[src/rtl/serial_add_controller.sv]
// Bit-serial adder sequencer: one full-adder cell, LSB first,
// one bit per clock, registered sum/carry/overflow on completion.
module full_adder (
  input  logic a,
  input  logic b,
  input  logic cin,
  output logic s,
  output logic cout
);
  assign s    = a ^ b ^ cin;
  assign cout = (a & b) | (cin & (a ^ b));
endmodule

module serial_add_controller #(
  parameter int WIDTH = 8,
  parameter int CNT_W = 4
) (
  input  logic             clk,
  input  logic             resetN,
  input  logic             start,
  input  logic [WIDTH-1:0] A,
  input  logic [WIDTH-1:0] B,
  input  logic             carryIn,
  output logic             busy,
  output logic             done,
  output logic [WIDTH-1:0] sum,
  output logic             carryOut,
  output logic             overflow
);

  typedef enum logic [1:0] {
    IDLE = 2'd0,
    RUN  = 2'd1,
    DONE = 2'd2
  } state_t;

  state_t state, state_nx;

  logic [WIDTH-1:0] sh_a, sh_b, sh_s;
  logic             carry_reg, prev_carry;
  logic [CNT_W-1:0] bit_cnt;
  logic             add_s, add_c;
  logic             last_bit;

  full_adder u_fa (
    .a    (sh_a[0]),
    .b    (sh_b[0]),
    .cin  (carry_reg),
    .s    (add_s),
    .cout (add_c)
  );

  assign last_bit = (bit_cnt == CNT_W'(WIDTH - 1));
  assign busy     = (state != IDLE);
  assign done     = (state == DONE);

  always_ff @(posedge clk) begin
    if (!resetN) state <= IDLE;
    else         state <= state_nx;
  end

  always_comb begin
    state_nx = state;
    case (state)
      IDLE:    if (start) state_nx = RUN;
      RUN:     if (last_bit) state_nx = DONE;
      DONE:    state_nx = IDLE;
      default: state_nx = IDLE;
    endcase
  end

  always_ff @(posedge clk) begin
    if (!resetN) begin
      sh_a       <= '0;
      sh_b       <= '0;
      sh_s       <= '0;
      carry_reg  <= 1'b0;
      prev_carry <= 1'b0;
      bit_cnt    <= '0;
      sum        <= '0;
      carryOut   <= 1'b0;
      overflow   <= 1'b0;
    end else begin
      case (state)
        IDLE: begin
          if (start) begin
            sh_a      <= A;
            sh_b      <= B;
            carry_reg <= carryIn;
            bit_cnt   <= '0;
          end
        end
        RUN: begin
          sh_s       <= {add_s, sh_s[WIDTH-1:1]};
          sh_a       <= sh_a >> 1;
          sh_b       <= sh_b >> 1;
          prev_carry <= carry_reg;
          carry_reg  <= add_c;
          bit_cnt    <= bit_cnt + 1'b1;
        end
        DONE: begin
          // prev_carry is the carry into the MSB
          sum      <= sh_s;
          carryOut <= carry_reg;
          overflow <= carry_reg ^ prev_carry;
        end
        default: ;
      endcase
    end
  end

endmodule

[config.mk]
export PLATFORM = sky130hd
export DESIGN_NAME = serial_add_controller
export DESIGN_NICKNAME = d
export VERILOG_FILES = /design/src/rtl/serial_add_controller.sv
export SDC_FILE = /design/constraint.sdc
export NUM_CORES = 1
export LEC_CHECK = 0
export CORE_ASPECT_RATIO = 0.8
export CORE_MARGIN = 3
export CORE_UTILIZATION = 50
export CTS_CLUSTER_SIZE = 16
export DETAILED_ROUTE_END_ITERATION = 10
export PLACE_DENSITY = 0.77
export SLEW_MARGIN = 20
export SYNTH_ARGS = -nofsm -noshare
export SYNTH_HDL_FRONTEND = slang
export SYNTH_SLANG_ARGS = --single-unit
export TNS_END_PERCENT = 100
[constraint.sdc]
create_clock -name clk -period 1.4 [get_ports clk]
set_input_delay 0.21 -clock clk [delete_from_list [all_inputs] [get_ports clk]]
set_output_delay 0.21 -clock clk [all_outputs]
set_load 0.005 [all_outputs]
==> impl_metrics.yaml <==
status:
  status: "complete, no violations"
timing:
  slew_viol_final: 0
  final-setup-viol-count: 0
  max_freq_ghz: 0.7410
  hold_viol_final: 0
  hold_slack_ns: 0.4551
  tightestPinTransition_ns: 0.4712
  skew_ns: 0.01060
  min_period_ns: 1.349
  rsz0062_at_grt: "false"
  fin_crit_sh_pct: 96.39
  relSlewSlack_pct: 68.55
power_and_ir_drop:
  vdd_ir_drop_max_v: 0.0008533
  finalPower_uw: 2329
  p_per_area_nw_per_um2: 1070
  leakage_uw: 0.0007895
synth:
  ys_top_cells_by_area: "dfxtp_1, a21oi_1, nand2_1"
  ys_seq_elements: 42
  synth_fp_nets: 222
  synth_commonest_cells: "dfxtp_1, nand2_1, a21oi_1"
  yosysMostFrequentCell: "dfxtp_1"
  synth_area_um2: 1663
  muxShareOfSynthArea_pct: 0
  yosysWarnings: 0
  ys_seq_area_share_pct: 50.56
  synth_edf_count: 0
  synth-xor-area-share_pct: 0.5267
  async_flop_share_pct: 0
  postSynthAreaPerCell_um2: 8.314
  synthFlopType: "dfxtp_1"
  synthSimpleGateAreaFrac_pct: 15.35
  synth_area_leader_cell: "dfxtp_1"
  synth-compound-area-share_pct: 26.34
  synth_top_family_by_area: "compound AO/OA/AOI/OAI gates"
  yosysUniqueCellTypes: 30
  synth_top_area_share_pct: 50.56
  synthCells: 200
  synthAdderAreaFrac_pct: 1.956
clocking:
  numClockSinks: 42
  clk_latency_ns: 0.30
  root_buffer: "clkbuf_8"
  clkTransAtPathRegs_ns: 0.09
  h-tree-depth: 2
  clock_path_buffers: 2
  cts_tree: "done"
  cts_made_buffers: 5
worst_setup_path:
  crit_type: "reg2out"
  slowest_stage: "clkdlybuf4s50_1"
  cp_num_buf_inv: 1
  crit_family: "buffers and inverters"
  critPathRequiredTime_ns: 1.19
  slowest_delay_ns: 0.50
  path_cells: "clkdlybuf4s50_1"
  end_kind: "output port"
  crit_arrival_ns: 1.14
  worstPathMaxFanout: 2
  worstSetupStartpointType: "flop"
global_routing:
  grt_pass1_wl_um: 6534
  grt_max_degree: 27
  grt_antenna_before_repair: 0
  grtUsageTotal_pct: 19.93
  grt_pass1_vias: 1469
  grt-ovfl-total: 0
cells_and_area:
  nets: 258
  drive_gt1_share_pct: 11.39
  antenna_cells: 0
  area_growth_pct: 30.85
die:
  die_w_um: 70.48
  num_rows: 18
  core_um2: 3131
  initial_core_util_pct: 53.12
  die_area_um2: 4058
  ios: 32
  die_h_um: 57.58
worst_hold_path:
  hp-class: "reg2reg"
drt:
  initialDrtViolationCount: 86
  wl_per_cell_um: 13.66
  viasPerCell: 5.632
  vias: 1560
  drc: 0
  ant_nets: 0
  first_pass_iters: 5
  routed_wl_um: 3784
place:
  gp_congestion: 0.8286
  io_buffers: 31
  place_hpwl_um: 2630
run:
  max-cap-violations: 0
what timing repair did:
item | 4_1_cts | 5_1_grt
setup buffers | 2 | 0
cloned | 0 | 0
endpoints found under the setup margin | 2 | 21
hold buffers | 0 | 0
resized for setup | 9 | 2
kinds of logic (layout without fill, tap and decap cells):
group                    count (synthesis)  after routing
XOR/XNOR                                 1              1
buffers and inverters                   19             56
adder cells (fa/ha/maj)                  2              2
AO/OA/AOI/OAI                           74             74
AND/OR/NAND/NOR                         62             62
flip-flops                              42             42
worst reg2reg max path: cells and delay by family (launching register included):
family	cells	cell delay (ns)
AO/OA/AOI/OAI	2	0.33
buffers and inverters	2	0.53
flip-flops	1	0.37
cell usage in the layout, fill, tap and decap left out, types with 3 or more instances in the layout:
cell type / instances
a211oi_1: 3
a21oi_1: 34
buf_4: 11
clkbuf_8: 5
clkdlybuf4s50_1: 29
dfxtp_1: 40
inv_1: 3
nand2_1: 40
nor2_1: 12
o21ai_0: 15
o22ai_1: 8
o2bb2ai_1: 7
layout make-up:
class	count	area [µm²]
clock buffers	5	68.82
clock inverters	3	21.27
fillers	248	954.7
inverters	5	18.77
multi-input cells	139	758.2
flip-flops and latches	42	848.3
well taps	40	50.05
repair buffers	43	410.4
metrics by stage:
stage	worst slack (ns)	std cells	setup TNS [ns]	util [%]	area (µm²)
after floorplan	0.2057	200	0	-	1663
after global placement	0.03703	268	0	65.47	2049
after detailed placement	-0.03971	268	-0.08509	65.47	2049
after CTS	0.01878	278	0	69.46	2175
after global routing	0.005343	277	0	69.50	2176
final	0.05052	277	0	69.50	2176
where the power goes:
group | internal [µW] | switching, µW
clock network | 350 | 423
logic | 139 | 133
registers | 1250 | 37.6
final timing paths:
| path | endpoint | slack [ns] | from | cells past startpoint |
|---|---|---|---|---|
| max | sum[4] | 0.05 | sum[4]$_SDFFE_PN0P_ | 1 |
| min reg2reg | sum[2]$_SDFFE_PN0P_ | 0.46 | sum[2]$_SDFFE_PN0P_ | 2 |
| max reg2reg | carry_reg$_SDFFE_PN0P_ | 0.12 | state[0]$_SDFFE_PN0P_ | 4 |
| min | sum[2]$_SDFFE_PN0P_ | 0.46 | sum[2]$_SDFFE_PN0P_ | 2 |
routing by layer:
layer / track usage (%) / share of wire (%)
met1: 26.70 / 45
met2: 31.87 / 48
met3: 5.458 / 5.3
met4: 5.464 / 0.90
met5: 0 / 0
Power figures use the tool's default switching activity.
